[src/rtl/bram_frame_reader_if.sv]
// Output stream bundle of bram_frame_reader: data/valid/last toward the consumer,
// ready back from it. The master modport is the reader side.
interface bram_frame_reader_if #(
    parameter int unsigned DATA_WIDTH = 32
);
    logic [DATA_WIDTH-1:0] m_data;
    logic                  m_valid;
    logic                  m_ready;
    logic                  m_last;

    modport master (output m_data, output m_valid, output m_last, input m_ready);
    modport slave  (input m_data, input m_valid, input m_last, output m_ready);
endinterface

[src/rtl/bram_frame_reader.sv]
// Walks `length` words of a 1-cycle-latency BRAM from `base_addr` into a 4-entry
// FIFO and streams them out. Optional stall counter: BRAM_READER_STALL_CNT_EN.
module bram_frame_reader #(
    parameter int unsigned DATA_WIDTH = 32,
    parameter int unsigned ADDR_WIDTH = 16
) (
    input  logic                  clk,
    input  logic                  rst,
    input  logic                  start,
    input  logic [ADDR_WIDTH-1:0] base_addr,
    input  logic [ADDR_WIDTH:0]   length,
    output logic                  busy,
    output logic                  done,
    output logic [ADDR_WIDTH-1:0] bram_addr,
    output logic                  bram_we,
    input  logic [DATA_WIDTH-1:0] bram_dout,
`ifdef BRAM_READER_STALL_CNT_EN
    output logic [31:0]           stall_cycles,
`endif
    bram_frame_reader_if.master   m_if
);
    localparam int unsigned LW    = ADDR_WIDTH + 1;
    localparam int unsigned DEPTH = 4;

    typedef enum logic [1:0] {S_IDLE, S_READ, S_DRAIN, S_FINISH} state_e;

    state_e                state_q, state_d;
    logic [ADDR_WIDTH-1:0] addr_q, addr_d;
    logic [LW-1:0]         rd_left_q, rd_left_d;
    logic [LW-1:0]         len_q, len_d;
    logic [LW-1:0]         beat_q, beat_d;
    logic                  pend_q, pend_d;
    logic [2:0]            cnt_q, cnt_d;
    logic [DATA_WIDTH-1:0] fifo_q [DEPTH];
    logic [DATA_WIDTH-1:0] fifo_d [DEPTH];
    logic                  valid_q, valid_d;
    logic                  last_q, last_d;
    logic                  busy_q, busy_d;
    logic                  done_q, done_d;
    logic                  pop_c;
    logic                  accept_c;

    assign pop_c    = valid_q && m_if.m_ready;
    assign accept_c = (state_q == S_IDLE) && start;

    // Entry 0 of the shift FIFO is the output register, so m_data is never muxed.
    assign m_if.m_data  = fifo_q[0];
    assign m_if.m_valid = valid_q;
    assign m_if.m_last  = last_q;
    assign bram_addr    = addr_q;
    assign bram_we      = 1'b0;
    assign busy         = busy_q;
    assign done         = done_q;

    always_ff @(posedge clk or posedge rst) begin
        if (rst) begin
            state_q   <= S_IDLE;
            addr_q    <= '0;
            rd_left_q <= '0;
            len_q     <= '0;
            beat_q    <= '0;
            pend_q    <= 1'b0;
            cnt_q     <= '0;
            for (int i = 0; i < DEPTH; i++) fifo_q[i] <= '0;
            valid_q   <= 1'b0;
            last_q    <= 1'b0;
            busy_q    <= 1'b0;
            done_q    <= 1'b0;
        end else begin
            state_q   <= state_d;
            addr_q    <= addr_d;
            rd_left_q <= rd_left_d;
            len_q     <= len_d;
            beat_q    <= beat_d;
            pend_q    <= pend_d;
            cnt_q     <= cnt_d;
            for (int i = 0; i < DEPTH; i++) fifo_q[i] <= fifo_d[i];
            valid_q   <= valid_d;
            last_q    <= last_d;
            busy_q    <= busy_d;
            done_q    <= done_d;
        end
    end

    always_comb begin
        state_d   = state_q;
        addr_d    = addr_q;
        rd_left_d = rd_left_q;
        len_d     = len_q;
        beat_d    = beat_q;
        pend_d    = 1'b0;
        fifo_d    = fifo_q;

        case (state_q)
            S_IDLE: begin
                if (start) begin
                    len_d     = length;
                    rd_left_d = length;
                    beat_d    = LW'(1);
                    if (length == '0) begin
                        state_d = S_FINISH;
                    end else begin
                        state_d = S_READ;
                        addr_d  = base_addr;
                    end
                end
            end
            S_READ: begin
                // Buffered plus in-flight words must leave a slot for this read.
                if ((cnt_q + 3'(pend_q)) < 3'(DEPTH)) begin
                    pend_d    = 1'b1;
                    addr_d    = addr_q + ADDR_WIDTH'(1);
                    rd_left_d = rd_left_q - LW'(1);
                    if (rd_left_q == LW'(1)) state_d = S_DRAIN;
                end
            end
            S_DRAIN: begin
                if (pop_c && last_q) state_d = S_FINISH;
            end
            S_FINISH: state_d = S_IDLE;
            default:  state_d = S_IDLE;
        endcase

        if (pop_c) begin
            for (int i = 0; i < DEPTH - 1; i++) fifo_d[i] = fifo_q[i + 1];
            beat_d = beat_q + LW'(1);
        end
        if (pend_q) fifo_d[2'(cnt_q - 3'(pop_c))] = bram_dout;

        cnt_d   = cnt_q + 3'(pend_q) - 3'(pop_c);
        valid_d = (cnt_d != '0);
        last_d  = (cnt_d != '0) && (beat_d == len_d);
        busy_d  = (state_d == S_READ) || (state_d == S_DRAIN);
        done_d  = (state_d == S_FINISH);
    end

`ifdef BRAM_READER_STALL_CNT_EN
    logic [31:0] stall_q;

    // Saturating count of stalled valid cycles, restarted by each accepted start.
    always_ff @(posedge clk or posedge rst) begin
        if (rst) begin
            stall_q <= '0;
        end else if (accept_c) begin
            stall_q <= '0;
        end else if (valid_q && !m_if.m_ready && (stall_q != 32'hFFFF_FFFF)) begin
            stall_q <= stall_q + 32'd1;
        end
    end

    assign stall_cycles = stall_q;
`else
    logic unused_accept;
    assign unused_accept = accept_c;
`endif
endmodule

[src/flat_wrapper.sv]
// flat-port wrapper written by rule: the top's interface ports become plain ports
module bram_frame_reader_flat 
#(
    parameter int unsigned DATA_WIDTH = 32,
    parameter int unsigned ADDR_WIDTH = 16
)
  (clk, rst, start, base_addr, length, busy, done, bram_addr, bram_we, bram_dout, m_if_m_data, m_if_m_valid, m_if_m_last, m_if_m_ready);
  bram_frame_reader_if #(.DATA_WIDTH(DATA_WIDTH)) m_if_i ();
  input  logic clk;
  input  logic rst;
  input  logic start;
  input  logic [ADDR_WIDTH-1:0] base_addr;
  input  logic [ADDR_WIDTH:0] length;
  output logic busy;
  output logic done;
  output logic [ADDR_WIDTH-1:0] bram_addr;
  output logic bram_we;
  input  logic [DATA_WIDTH-1:0] bram_dout;
  output wire logic [$bits(m_if_i.m_data)-1:0] m_if_m_data;
  output wire logic [$bits(m_if_i.m_valid)-1:0] m_if_m_valid;
  output wire logic [$bits(m_if_i.m_last)-1:0] m_if_m_last;
  input wire logic [$bits(m_if_i.m_ready)-1:0] m_if_m_ready;
  assign m_if_m_data = m_if_i.m_data;
  assign m_if_m_valid = m_if_i.m_valid;
  assign m_if_m_last = m_if_i.m_last;
  assign m_if_i.m_ready = m_if_m_ready;
  bram_frame_reader #(.DATA_WIDTH(DATA_WIDTH), .ADDR_WIDTH(ADDR_WIDTH)) u_core (.clk(clk), .rst(rst), .start(start), .base_addr(base_addr), .length(length), .busy(busy), .done(done), .bram_addr(bram_addr), .bram_we(bram_we), .bram_dout(bram_dout), .m_if(m_if_i));
endmodule
[config.mk]
export PLATFORM = sky130hd
export DESIGN_NAME = bram_frame_reader_flat
export DESIGN_NICKNAME = d
export VERILOG_FILES = /design/src/rtl/bram_frame_reader_if.sv /design/src/rtl/bram_frame_reader.sv /design/src/flat_wrapper.sv
export SDC_FILE = /design/constraint.sdc
export NUM_CORES = 1
export LEC_CHECK = 0
export CORE_MARGIN = 1
export CORE_UTILIZATION = 45
export CTS_BUF_LIST = sky130_fd_sc_hd__clkbuf_4 sky130_fd_sc_hd__clkbuf_8
export DETAILED_ROUTE_END_ITERATION = 12
export PLACE_DENSITY = 0.67
export SLEW_MARGIN = 20
export SYNTH_ARGS = -nofsm -noshare
export SYNTH_HDL_FRONTEND = slang
export SYNTH_SLANG_ARGS = --single-unit
export TNS_END_PERCENT = 100
[constraint.sdc]
create_clock -name clk -period 11.4 [get_ports clk]
set_input_delay 3.42 -clock clk [delete_from_list [all_inputs] [get_ports clk]]
set_output_delay 3.42 -clock clk [all_outputs]
set_load 0.01 [all_outputs]
== Yosys cells after proc, flatten, opt, wreduce, memory -nomap -nowiden ==
Cells that the tools add are included.

* Register bits after elaboration: 205
* Bits of input ports: 69

* Add/subtract/negate cells: 6
* $lt $le $gt $ge: 3
* Eq/ne operators: 11
* Multiplexer cells: 25
* Bitwise gates (word level): 1
* Reduce and logical (&&, ||, !) cells: 11

{| class="wikitable"
|+ Operators with widths
! operator !! count
|-
| 128-bit bitwise mux || 1
|-
| 128-bit two-way mux || 1
|-
| 17-bit two-way mux || 7
|-
| 96-bit two-way mux || 1
|-
| 32-bit demux with 2-bit select || 1
|-
| 16-bit two-way mux || 3
|-
| 17-bit one-hot mux with 2 select lines || 1
|-
| 32-bit two-way mux || 1
|-
| 16-bit one-hot mux with 2 select lines || 1
|-
| 17-bit by 1-bit adder with 17-bit output, second input constant || 1
|-
| 17-bit by 1-bit equality test with 1-bit output, second input constant || 1
|-
| 17-bit equality test || 1
|-
| 17-bit logical NOT || 1
|-
| 17-bit by 1-bit subtractor with 17-bit output, second input constant || 1
|-
| 16-bit by 1-bit adder with 16-bit output, second input constant || 1
|-
| 2-bit two-way mux || 5
|-
| 2-bit equality test, second input constant || 4
|-
| 2-bit one-hot mux with 4 select lines || 1
|-
| 2-bit by 1-bit equality test with 1-bit output, second input constant || 2
|-
| 1-bit logical AND || 4
|-
| 2-bit != test, second input constant || 2
|-
| 4-bit AND reduction || 1
|-
| 3-bit by 1-bit adder with 3-bit output || 1
|-
| 3-bit greater-or-equal comparator, second input constant || 1
|-
| 12 further kinds || 13
|}

== Depth between registers and ports, before layout ==
* Word-level depth: 9
* Mapped depth: 13
* Mapped depth without buffers: 11

== Worst setup path before layout ==
OpenSTA, ideal clock, no wires.

* Kind: in2reg
* Start: input m_if_m_ready
* End: register (tool-made name)
* Setup time: 0.125 ns
* Arrival: 5.679 ns
* Required time: 11.275 ns
* Setup slack: 5.596 ns
* Cell stages on the path: 8
* Buffers on the path: 3
* Cells stage by stage: nand2_2 inv_1 clkbuf_1 buf_1 ha_1 nor3b_1 clkbuf_1 mux2_2

{| class="wikitable"
|+ RTL lines
! item !! RTL line !! text
|-
| start, declared || flat_wrapper.sv:22 || <nowiki>input wire logic [$bits(m_if_i.m_ready)-1:0] m_if_m_ready;</nowiki>
|}

== Worst setup path in the final report ==
* Start: input m_if_m_ready
* End: register u_core.last_q, in the netlist u_core.m_if.m_last

* Word-level cells in the longest chain between the ends: 4
* Elaborated cells on any way between the ends: 6
* Classes of those cells: add/sub: 1; eq/ne: 1; mux: 1; reduce/logical: 3

{| class="wikitable"
|+ RTL lines
! item !! RTL line !! text
|-
| 1-bit logical AND (*) || bram_frame_reader.sv:43 || <nowiki>assign pop_c = valid_q && m_if.m_ready;</nowiki>
|-
| 3-bit by 1-bit subtractor with 3-bit output / 17-bit two-way mux (equally long branches) || bram_frame_reader.sv:130, bram_frame_reader.sv:124 ||
|-
| 3-bit nonzero test / 17-bit equality test (equally long branches) || bram_frame_reader.sv:132 || <nowiki>last_d = (cnt_d != '0) && (beat_d == len_d);</nowiki>
|-
| 1-bit logical AND (*) || bram_frame_reader.sv:132 ||
|-
| via u_core.last_d || bram_frame_reader.sv:37 || <nowiki>logic last_q, last_d;</nowiki>
|-
| end signal, assigned || bram_frame_reader.sv:79 || <nowiki>last_q <= last_d;</nowiki>
|-
| end, declared || bram_frame_reader.sv:37 ||
|}

The timed path passes the listed nets; every way through them passes the cells marked *.
A chain may end at the register's enable or synchronous reset.

==> results.tsv <==
stage	metric	value	unit
place	globalplace.congestion	0.844	
logic_synthesis	ys_ff_latch	205	
timing	hold_violations	0	
setup_path	end_kind	flop	
final_layout	area_growth	18.8	%
drt	vias	7847	
logic_synthesis	ys_seq_area_share	50.6	%
clock_tree	clock_latency	0.51	ns
power_and_ir_drop	vdd_ir_drop_max	0.145	mV
logic_synthesis	synthesis.area	0.0101	mm2
clock_tree	clk_path_buf_depth	3	
hold_path	hold_class	reg -> reg	
place	dpl_cell_area	0.0113	mm2
setup_path	critPathLaunchType	input port	
floorplan	initial_core_util	46.1	%
place	pre_cts_slack	4.47	ns
timing	fmax	162	MHz
logic_synthesis	yosys-top-cells-area	dfrtp_1, nand2_1, mux2i_1	
floorplan	die_x	152	um
global_routing	overflow	0	
logic_synthesis	synth_most_common_cell	nand2_1	
floorplan	row_count	54	
flow_run	drv_cap	0	
timing	setup_viol	0	
logic_synthesis	syn_nets	1146	
drt	wl_per_cell	16.0	um
clock_tree	cts_tree	yes	
timing	rsz0062_at_grt	no	
final_layout	antenna_cells	0	
drt	wirelength	23.1	mm
global_routing	grt_pass1_vias	7461	
clock_tree	clock_sinks	205	
logic_synthesis	yosys_warnings	0	
clock_tree	cts_hold_buf	0	
logic_synthesis	synth_edf_count	0	
timing	fin_skew	0.0265	ns
logic_synthesis	synth_flop_cell	dfrtp_1	
floorplan	dieArea	0.0231	mm2
clock_tree	cts_root_buffer	clkbuf_8	
run_status	status	complete, but fails checks	
drt	avgViaCountPerCell	5.45	
timing	setup_slack	5.24	ns
logic_synthesis	synth_top_area_share	50.6	%
logic_synthesis	ys_types	62	
power_and_ir_drop	p_leak	5.23	nW
logic_synthesis	syn_inst	1067	
logic_synthesis	synth_top_cells_by_count	nand2_1, dfrtp_1, o21ai_0	
clock_tree	cts_setup_buffers	0	
clock_tree	cts_max_level	2	
setup_path	cp_max_fo	84	
place	hpwl	14.2	mm
final_layout	design_area	0.0120	mm2
drt	drcViolationCount	18	
timing	post-route-period-util	54.0	%
clock_tree	cts_buffers	37	
setup_path	required	11.84	ns
drt	first_iter_violations	445	
global_routing	grt_start_max_net_pins	141	
final_layout	layout.cells.non_filler	1441	
timing	maxSlewViolCount	0	
timing	period_minus_slack	6.16	ns
logic_synthesis	synth_area_leader_cell	dfrtp_1	
global_routing	grt_util_all_layers	19.9	%
logic_synthesis	postSynth.asyncResetShare	100	%
timing	fin_tns_setup	0	ns
final_layout	layout-drive-gt1-share	10.3	%
floorplan	top_level_ports	122	
clock_tree	cts_resized	0	
power_and_ir_drop	total_power	3.27	mW
timing	maxSlewHeadroom	31.7	%
setup_path	cp.arrival	6.60	ns
place	port_buffers	120	
global_routing	grt_antenna_before_repair	0	
place	place_inst	1381	
drt	antenna_left	0	
clock_tree	cts.reportedPaths.clkPinSlew	0.05	ns
floorplan	dieHeight	152	um
final_layout	nets	1220	
drt	firstDrtPassIters	9	
global_routing	grt_pass1_wl	37.9	mm
timing	tightest_slew	1.03	ns
logic_synthesis	avgSynthCellArea	9.50	um2
floorplan	core_area	0.0220	mm2
run_status	violations	DRC	
power_and_ir_drop	p_per_area	271	mW/mm2
setup_path	critPathKind	in -> reg	
==> placed cells by master (no fill, tap or decap), drive strengths merged, types with 13 or more instances in the layout <==
| cell | n |
|---|---|
| a31oi | 37 |
| mux2 | 35 |
| nand2 | 225 |
| nor2 | 64 |
| clkdlybuf4s50 | 120 |
| inv | 13 |
| clkbuf | 56 |
| a21oi | 49 |
| nand3 | 27 |
| dfrtp | 205 |
| xnor2 | 16 |
| o21ai | 107 |
| mux2i | 73 |
==> power by group <==
part | internal, mW | switching, mW
combinational | 0.600 | 0.695
clock | 0.389 | 0.291
sequential | 1.07 | 0.226
==> critical path: stages <==
cell and delay, ns:
clkdlybuf4s50_1 0.60, nand2_4 0.07, clkinv_2 0.06, buf_6 0.62, ha_1 0.27, ha_1 0.15, xnor3_1 0.25, a32oi_2 0.18
o211ai_1 0.12, nor4_2 0.17, nand4_1 0.17, nor4_1 0.27, and4_1 0.20
==> cell families after synthesis <==
kind of cell	synth area share [%]
multiplexers	11.1
buffers and inverters	5.48
flip-flops	50.6
AND/OR/NAND/NOR	16.4
AO/OA/AOI/OAI	13.1
other	0.0370
adder cells (fa/ha/maj)	1.23
XOR/XNOR	1.95
==> layer usage <==
| metal | global-route usage [%] | up-vias | routed length [um] |
|---|---|---|---|
| li1 | - | 3855 | - |
| met5 | 0 | - | 0 |
| met1 | 27.4 | 3746 | 10700 |
| met2 | 31.9 | 206 | 10500 |
| met3 | 4.08 | 40 | 1410 |
| met4 | 6.12 | 0 | 450 |
==> path summary, 6_finish.rpt <==
kind | start | end | slack, ns | depth (start not counted)
hold reg to reg | u_core.len_q[13]$_DFF_PP0_ | u_core.len_q[13]$_DFF_PP0_ | 0.49 | 2
hold / removal | u_core.len_q[13]$_DFF_PP0_ | u_core.len_q[13]$_DFF_PP0_ | 0.49 | 2
max in group asynchronous | rst | u_core.fifo_q[39]$_DFF_PP0_ | 6.73 | 3
setup reg to reg | u_core.m_if.m_valid$_DFF_PP0_ | u_core.m_if.m_last$_DFF_PP0_ | 8.25 | 12
setup / recovery | m_if_m_ready | u_core.m_if.m_last$_DFF_PP0_ | 5.24 | 13
min in group asynchronous | rst | u_core.beat_q[14]$_DFF_PP0_ | 3.39 | 2
==> through the flow <==
| stage | hold slack, ns | utilization [%] |
|---|---|---|
| CTS | 0.497 | 54.6 |
| detailed placement | 0.481 | 51.4 |
| global placement | 0.481 | 51.4 |
| finish | 0.492 | 54.8 |
| floorplan | 0.458 | - |
| global route | 0.518 | 54.8 |
==> cell type report <==
| type | count | area (um2) |
|---|---|---|
| timing repair buffer | 130 | 1300 |
| tap | 280 | 350 |
| sequential | 205 | 5130 |
| fill | 1937 | 9920 |
| inverter | 13 | 57.6 |
| multi-input combinational | 754 | 4480 |
| clock inverter | 3 | 18.8 |
| clock buffer | 56 | 702 |
(Power assumes the default switching activity.)
